[src/rtl/serial_alu_param_if.sv]
// serial_alu_param_if -- request/result bus of the digit-serial ALU.
//   master : drives start/opcode/a/b, observes busy/done/c and flags
//   slave  : the ALU itself
// Signals:
//   start  request strobe            opcode 3-bit operation select
//   a, b   WIDTH-bit operands        busy   operation in progress
//   done   one-cycle completion      c      WIDTH-bit result
//   zf/sf/cf  zero / sign / carry (no-borrow) flags
//   vf     signed overflow, present only when SERIAL_ALU_OVF_EN is defined
interface serial_alu_param_if #(parameter int WIDTH = 8);
  logic             start;
  logic [2:0]       opcode;
  logic [WIDTH-1:0] a;
  logic [WIDTH-1:0] b;
  logic             busy;
  logic             done;
  logic [WIDTH-1:0] c;
  logic             zf;
  logic             sf;
  logic             cf;
`ifdef SERIAL_ALU_OVF_EN
  logic             vf;
`endif

  modport master (
    output start, opcode, a, b,
    input  busy, done, c, zf, sf, cf
`ifdef SERIAL_ALU_OVF_EN
    , input vf
`endif
  );

  modport slave (
    input  start, opcode, a, b,
    output busy, done, c, zf, sf, cf
`ifdef SERIAL_ALU_OVF_EN
    , output vf
`endif
  );
endinterface

[src/rtl/serial_alu_param.sv]
// serial_alu_param -- multi-cycle digit-serial 8-op ALU.
// Consumes DIGIT bits of the latched operands per clock, LSB first, with the
// ripple carry held in a register between digits. One operation takes
// N = WIDTH/DIGIT RUN cycles; results and flags update only on DONE.
// Parameters: WIDTH (>=2) operand width; DIGIT bits per clock, divides WIDTH.
// Ports:
//   clk    rising-edge clock
//   rst_n  asynchronous active-low reset
//   bus    serial_alu_param_if.slave (start/opcode/a/b in; busy/done/c/flags out)
// Optional feature: define SERIAL_ALU_OVF_EN to add the signed-overflow flag vf.
// Opcodes: 000 NOP, 001 XOR, 010 ADD, 011 XNOR, 100 SUB, 101 AND, 110 OR, 111 PASS A.

// One bit of the digit slice: logic result or full-adder sum/carry.
module serial_alu_bit (
  input  logic [2:0] op,
  input  logic       a,
  input  logic       b,
  input  logic       ci,
  output logic       r,
  output logic       co
);
  logic bb, s, cg;

  // SUB is A + ~B with carry-in 1 on the first digit.
  assign bb = (op == 3'b100) ? ~b : b;
  assign s  = a ^ bb ^ ci;
  assign cg = (a & bb) | (ci & (a ^ bb));

  always_comb begin
    r  = 1'b0;
    co = 1'b0;
    case (op)
      3'b001:         r = a ^ b;
      3'b010, 3'b100: begin r = s; co = cg; end
      3'b011:         r = ~(a ^ b);
      3'b101:         r = a & b;
      3'b110:         r = a | b;
      3'b111:         r = a;
      default:        r = 1'b0;
    endcase
  end
endmodule

module serial_alu_param #(
  parameter int WIDTH = 8,
  parameter int DIGIT = 1
) (
  input logic clk,
  input logic rst_n,
  serial_alu_param_if.slave bus
);
  localparam int N  = WIDTH / DIGIT;
  localparam int CW = (N > 1) ? $clog2(N) : 1;
  localparam logic [CW-1:0] LAST = CW'(N - 1);
  localparam logic [2:0] OP_NOP = 3'b000;
  localparam logic [2:0] OP_ADD = 3'b010;
  localparam logic [2:0] OP_SUB = 3'b100;

  typedef enum logic [1:0] {S_IDLE, S_RUN, S_DONE} state_t;

  // Latched request; the a/b fields shift right one digit per RUN cycle.
  typedef struct packed {
    logic [2:0]       op;
    logic [WIDTH-1:0] a;
    logic [WIDTH-1:0] b;
  } req_t;

  state_t           state_q, state_d;
  logic             accept, last;
  req_t             req_q;
  logic [WIDTH-1:0] res_q, res_next, dig_ext;
  logic             carry_q;
  logic [CW-1:0]    cnt_q;
  logic             busy_q, done_q, zf_q, sf_q, cf_q;
  logic [WIDTH-1:0] c_q;
  logic [DIGIT:0]   cy;
  logic [DIGIT-1:0] dig_r;
  logic             arith;
`ifdef SERIAL_ALU_OVF_EN
  logic             vf_q;
`endif

  assign arith = (req_q.op == OP_ADD) || (req_q.op == OP_SUB);
  assign cy[0] = carry_q;

  generate
    for (genvar k = 0; k < DIGIT; k++) begin : g_bit
      serial_alu_bit u_bit (
        .op (req_q.op),
        .a  (req_q.a[k]),
        .b  (req_q.b[k]),
        .ci (cy[k]),
        .r  (dig_r[k]),
        .co (cy[k+1])
      );
    end
  endgenerate

  // New digit enters at the top so that after N shifts bit 0 is the LSB.
  always_comb begin
    dig_ext = '0;
    dig_ext[DIGIT-1:0] = dig_r;
  end
  assign res_next = (res_q >> DIGIT) | (dig_ext << (WIDTH - DIGIT));

  always_comb begin
    state_d = state_q;
    accept  = 1'b0;
    last    = 1'b0;
    case (state_q)
      S_IDLE: if (bus.start && bus.opcode != OP_NOP) begin
        accept  = 1'b1;
        state_d = S_RUN;
      end
      S_RUN: if (cnt_q == LAST) begin
        last    = 1'b1;
        state_d = S_DONE;
      end
      S_DONE:  state_d = S_IDLE;
      default: state_d = S_IDLE;
    endcase
  end

  always_ff @(posedge clk or negedge rst_n) begin
    if (!rst_n) state_q <= S_IDLE;
    else        state_q <= state_d;
  end

  always_ff @(posedge clk or negedge rst_n) begin
    if (!rst_n) begin
      req_q   <= '0;
      res_q   <= '0;
      carry_q <= 1'b0;
      cnt_q   <= '0;
      busy_q  <= 1'b0;
      done_q  <= 1'b0;
      c_q     <= '0;
      zf_q    <= 1'b0;
      sf_q    <= 1'b0;
      cf_q    <= 1'b0;
`ifdef SERIAL_ALU_OVF_EN
      vf_q    <= 1'b0;
`endif
    end else begin
      done_q <= last;
      if (accept) begin
        req_q   <= '{op: bus.opcode, a: bus.a, b: bus.b};
        res_q   <= '0;
        carry_q <= (bus.opcode == OP_SUB);
        cnt_q   <= '0;
        busy_q  <= 1'b1;
      end else if (state_q == S_RUN) begin
        req_q.a <= req_q.a >> DIGIT;
        req_q.b <= req_q.b >> DIGIT;
        res_q   <= res_next;
        if (arith) carry_q <= cy[DIGIT];
        if (last) begin
          cnt_q  <= '0;
          busy_q <= 1'b0;
          // Flags come from the completed word, including this final digit.
          c_q    <= res_next;
          zf_q   <= (res_next == '0);
          sf_q   <= res_next[WIDTH-1];
          cf_q   <= arith & cy[DIGIT];
`ifdef SERIAL_ALU_OVF_EN
          vf_q   <= arith & (cy[DIGIT] ^ cy[DIGIT-1]);
`endif
        end else begin
          cnt_q <= cnt_q + CW'(1);
        end
      end
    end
  end

  assign bus.busy = busy_q;
  assign bus.done = done_q;
  assign bus.c    = c_q;
  assign bus.zf   = zf_q;
  assign bus.sf   = sf_q;
  assign bus.cf   = cf_q;
`ifdef SERIAL_ALU_OVF_EN
  assign bus.vf   = vf_q;
`endif
endmodule

[src/flat_wrapper.sv]
// flat-port wrapper written by rule: the top's interface ports become plain ports
module serial_alu_param_flat 
#(
  parameter int WIDTH = 8,
  parameter int DIGIT = 1
)
  (clk, rst_n, bus_start, bus_opcode, bus_a, bus_b, bus_busy, bus_done, bus_c, bus_zf, bus_sf, bus_cf);
  serial_alu_param_if #(.WIDTH(WIDTH)) bus_i ();
  input logic clk;
  input logic rst_n;
  input wire logic [$bits(bus_i.start)-1:0] bus_start;
  input wire logic [$bits(bus_i.opcode)-1:0] bus_opcode;
  input wire logic [$bits(bus_i.a)-1:0] bus_a;
  input wire logic [$bits(bus_i.b)-1:0] bus_b;
  output wire logic [$bits(bus_i.busy)-1:0] bus_busy;
  output wire logic [$bits(bus_i.done)-1:0] bus_done;
  output wire logic [$bits(bus_i.c)-1:0] bus_c;
  output wire logic [$bits(bus_i.zf)-1:0] bus_zf;
  output wire logic [$bits(bus_i.sf)-1:0] bus_sf;
  output wire logic [$bits(bus_i.cf)-1:0] bus_cf;
  assign bus_i.start = bus_start;
  assign bus_i.opcode = bus_opcode;
  assign bus_i.a = bus_a;
  assign bus_i.b = bus_b;
  assign bus_busy = bus_i.busy;
  assign bus_done = bus_i.done;
  assign bus_c = bus_i.c;
  assign bus_zf = bus_i.zf;
  assign bus_sf = bus_i.sf;
  assign bus_cf = bus_i.cf;
  serial_alu_param #(.WIDTH(WIDTH), .DIGIT(DIGIT)) u_core (.clk(clk), .rst_n(rst_n), .bus(bus_i));
endmodule
[config.mk]
export PLATFORM = sky130hd
export DESIGN_NAME = serial_alu_param_flat
export DESIGN_NICKNAME = d
export VERILOG_FILES = /design/src/rtl/serial_alu_param_if.sv /design/src/rtl/serial_alu_param.sv /design/src/flat_wrapper.sv
export SDC_FILE = /design/constraint.sdc
export NUM_CORES = 1
export LEC_CHECK = 0
export ABC_AREA = 1
export BUFFER_PORTS_ARGS = -buffer_cell sky130_fd_sc_hd__buf_2
export CORE_MARGIN = 2
export CORE_UTILIZATION = 50
export DETAILED_ROUTE_END_ITERATION = 8
export PLACE_DENSITY = 0.75
export SYNTH_ARGS = -nofsm -noshare
export SYNTH_HDL_FRONTEND = slang
export SYNTH_HIERARCHICAL = 1
export SYNTH_SLANG_ARGS = --single-unit
[constraint.sdc]
create_clock -name clk -period 1.9 [get_ports clk]
set_input_delay 0.38 -clock clk [delete_from_list [all_inputs] [get_ports clk]]
set_output_delay 0.38 -clock clk [all_outputs]
set_load 0.01 [all_outputs]
==> Implementation_results.wiki <==
{| class="wikitable"
! Metric !! Value
|-
| Result of the run || finished clean
|-
| Setup slack after placement || 0.0100 ns
|-
| # hold bufs at CTS || 0
|-
| Largest clock skew in the final design || 0.00322 ns
|-
| First-pass GRT wire length || 7200 µm
|-
| Post-Synthesis Cell Area || 0.00222 mm²
|-
| Ports || 35
|-
| Average routed wire per standard cell || 11.2 µm
|-
| Peak supply drop || 0.000687 V
|-
| Worst hold-check path type || in2async
|-
| Latest clock arrival within the worst-skew pair || 0.30 ns
|-
| Sum of routed wire length over all layers || 4130 µm
|-
| End-of-flow core utilization || 59.6%
|-
| Combinational family with the most area after synthesis || simple AND/OR/NAND/NOR gates
|-
| Final Hold Fails || 0
|-
| Gr ovfl total || 0
|-
| Normalized max-slew margin || 67.3%
|-
| Unrepaired setup endpoints after global routing || true
|-
| Synth Area in XOR/XNOR || 0.394%
|-
| Number of global-route vias before repair || 1,666
|-
| Leading cell types in the layout, fill and taps excluded || nand2_1 (103), dfrtp_1 (44), inv_1 (38)
|-
| Critical Path Fanout Max || 2
|-
| Number of port buffers || 34
|-
| Post-route cell area || 0.00258 mm²
|-
| Detailed router's first-iteration violation count || 112
|-
| Net count after synthesis || 302
|-
| Warning count from the yosys run || 6
|-
| GPL Wtd Cong || 0.831
|-
| Cell row count || 24
|-
| Final number of setup-violating endpoints || 0
|-
| Avg Synthesized Cell Area || 8.09 µm²
|-
| Pin count of the biggest net entering global routing || 35
|-
| Max Transition Viols Final || 0
|-
| Category of the most critical setup path || reg2reg
|-
| Die height || 70.7 µm
|-
| Final hold slack || 0.0375 ns
|-
| Final period demand of the worst path || 1.89 ns
|-
| Actual slew at the worst max-slew pin || 0.491 ns
|-
| Overall die width || 70.7 µm
|-
| Compound-gate portion of the synthesized area || 9.22%
|-
| Multiplexer fraction of the synthesized cell area || 0%
|-
| Synthesis-stage register bit count || 44
|-
| Starting density of the core || 51.4%
|-
| Share of post-route cells with drive strength above 1 || 22.8%
|-
| Antenna violations before repair || 0
|-
| DRC violations left || 0
|-
| Maximum clock insertion buffer count || 2
|-
| Avg Vias per Cell || 4.75
|-
| Share of flip-flops with an asynchronous set or reset after synthesis || 100%
|-
| Element type at the critical path start || register
|-
| Number of enable flip-flop cells after synthesis || 0
|-
| Number of max-capacitance violations reported || 0
|-
| Share of synthesized area occupied by flip-flops and latches || 49.5%
|-
| Synthesized netlist cell count || 275
|-
| Area enclosed by the die boundary || 0.00500 mm²
|-
| Synthesized-area fraction occupied by and/or/nand/nor cells || 26.5%
|-
| Adder-cell share of the synthesized area || 3.15%
|-
| Root buffer cell || clkbuf_8
|-
| Core region area || 0.00432 mm²
|-
| CTS buffer count || 5
|-
| H-tree depth || 2
|-
| Length of the first detailed-routing pass in iterations || 4
|-
| Predominant post-synthesis flop cell || dfrtp_1
|-
| Clock tree from TritonCTS || yes
|-
| Clock transition at the registers of the reported paths || 0.08 ns
|-
| Power density over the cells || 1670 mW/mm²
|-
| Arrival time at the worst endpoint || 2.13 ns
|-
| Total global-route track usage || 18.1%
|-
| Leading cell type in the layout, fill and taps excluded || nand2_1
|-
| Total number of vias || 1,747
|-
| Power Total || 4.31 mW
|-
| Leakage dissipation || 1.43 nW
|-
| Area delta synth->final || 15.8%
|-
| Number of clock sinks seen by CTS || 44
|-
| Final clock period utilization by the worst path || 99.6%
|-
| Maximum clock frequency || 529 MHz
|-
| Worst Slack Setup Final || 0.00829 ns
|-
| Post-synthesis cell type count || 27
|-
| Endpoint required time on the critical path || 2.14 ns
|-
| Placed wire-length estimate || 2950 µm
|-
| NumNets Final || 342
|-
| Antenna diodes || 0
|-
| Area after detailed placement || 0.00244 mm²
|-
| Critical Path End Type || register
|-
| Antenna Nets Post-Route || 0
|}
synth_stat cells, types with 2 or more instances:
| cell type | number | share of area [%] |
|---|---|---|
| buf_6 | 2 | 1.0 |
| nor2_1 | 15 | 2.5 |
| buf_4 | 2 | 0.67 |
| ha_1 | 4 | 2.2 |
| dfrtp_1 | 44 | 49 |
| nor2_4 | 2 | 1.0 |
| inv_2 | 2 | 0.34 |
| nand3_1 | 7 | 1.6 |
| nand2_1 | 103 | 17 |
| a21oi_1 | 2 | 0.45 |
| nand4_1 | 4 | 1.1 |
| o21ai_1 | 2 | 0.45 |
| buf_2 | 3 | 0.67 |
| nor2_2 | 2 | 0.56 |
| o21ai_0 | 23 | 5.2 |
| nand2_2 | 2 | 0.56 |
| o21ai_2 | 8 | 3.1 |
| inv_1 | 39 | 6.6 |
layout make-up:
| class | count | area (µm²) |
|---|---|---|
| clock inverter | 2 | 38.8 |
| inverter | 43 | 169 |
| multi-input combinational | 179 | 877 |
| timing repair buffer | 42 | 243 |
| tap | 52 | 65.1 |
| clock buffer | 6 | 82.6 |
| sequential | 44 | 1100 |
| fill | 409 | 1750 |
timing repair:
item	in CTS	in global routing
pin swaps	3	2
setup endpoints to repair	1	2
setup buffers	1	1
gates cloned	0	0
resized for setup	1	1
worst max-delay path: stages (launching register included):
cell	delay [ns]
dfrtp_1	0.39
nor2_2	0.13
nand2_2	0.07
xor2_1	0.15
fa_1	0.50
inv_2	0.05
a21oi_2	0.12
nand2_1	0.08
inv_1	0.07
nand4_1	0.09
nor2_1	0.09
nand2_1	0.05
nand2_1	0.05
through the flow:
stage / setup TNS [ns] / instances
2_1_floorplan: 0 / 275
3_3_place_gp: 0 / 358
3_5_place_dp: 0 / 358
4_1_cts: 0 / 367
5_1_grt: -0.229 / 368
6_report: 0 / 368
routing by layer:
metal  track usage (%)  wire length, µm
met1              21.8             1850
met2              31.9             2040
met3              5.56              217
met4              4.40               29
met5                 0                0
cells by family after synthesis:
group           after synthesis
xor+xnor                      1
compound gates               35
simple gates                138
buf+inv                      52
flops                        44
fa+ha+maj                     5
registers in the layout, summed over array words and instances, names as in the netlist, 2 cells and up:
register        cells
u_core/req_q       19
u_core/bus.c        7
u_core/res_q        7
u_core/cnt_q        3
u_core/state_q      2
report_power, final:
part           internal (mW)  switching, mW  total, mW  leakage (nW)
Clock                  0.430          0.322      0.752        0.0614
Combinational          0.780           1.22       2.00         0.819
Sequential              1.34          0.216       1.55         0.554
worst paths after layout:
path                                    end  depth (start not counted)             start  slack, ns
setup / recovery              u_core/bus.zf                         12  u_core/req_q[16]      0.008
hold / removal             u_core/req_q[15]                          1             rst_n       0.04
setup reg to reg              u_core/bus.zf                         12  u_core/req_q[16]      0.008
hold reg to reg            u_core/req_q[11]                          2  u_core/req_q[11]       0.47
max in group asynchronous   u_core/res_q[4]                          2             rst_n       1.37
min in group clk           u_core/req_q[15]                          3          bus_a[7]       0.29
No activity file was read; power rests on OpenSTA's default activity.
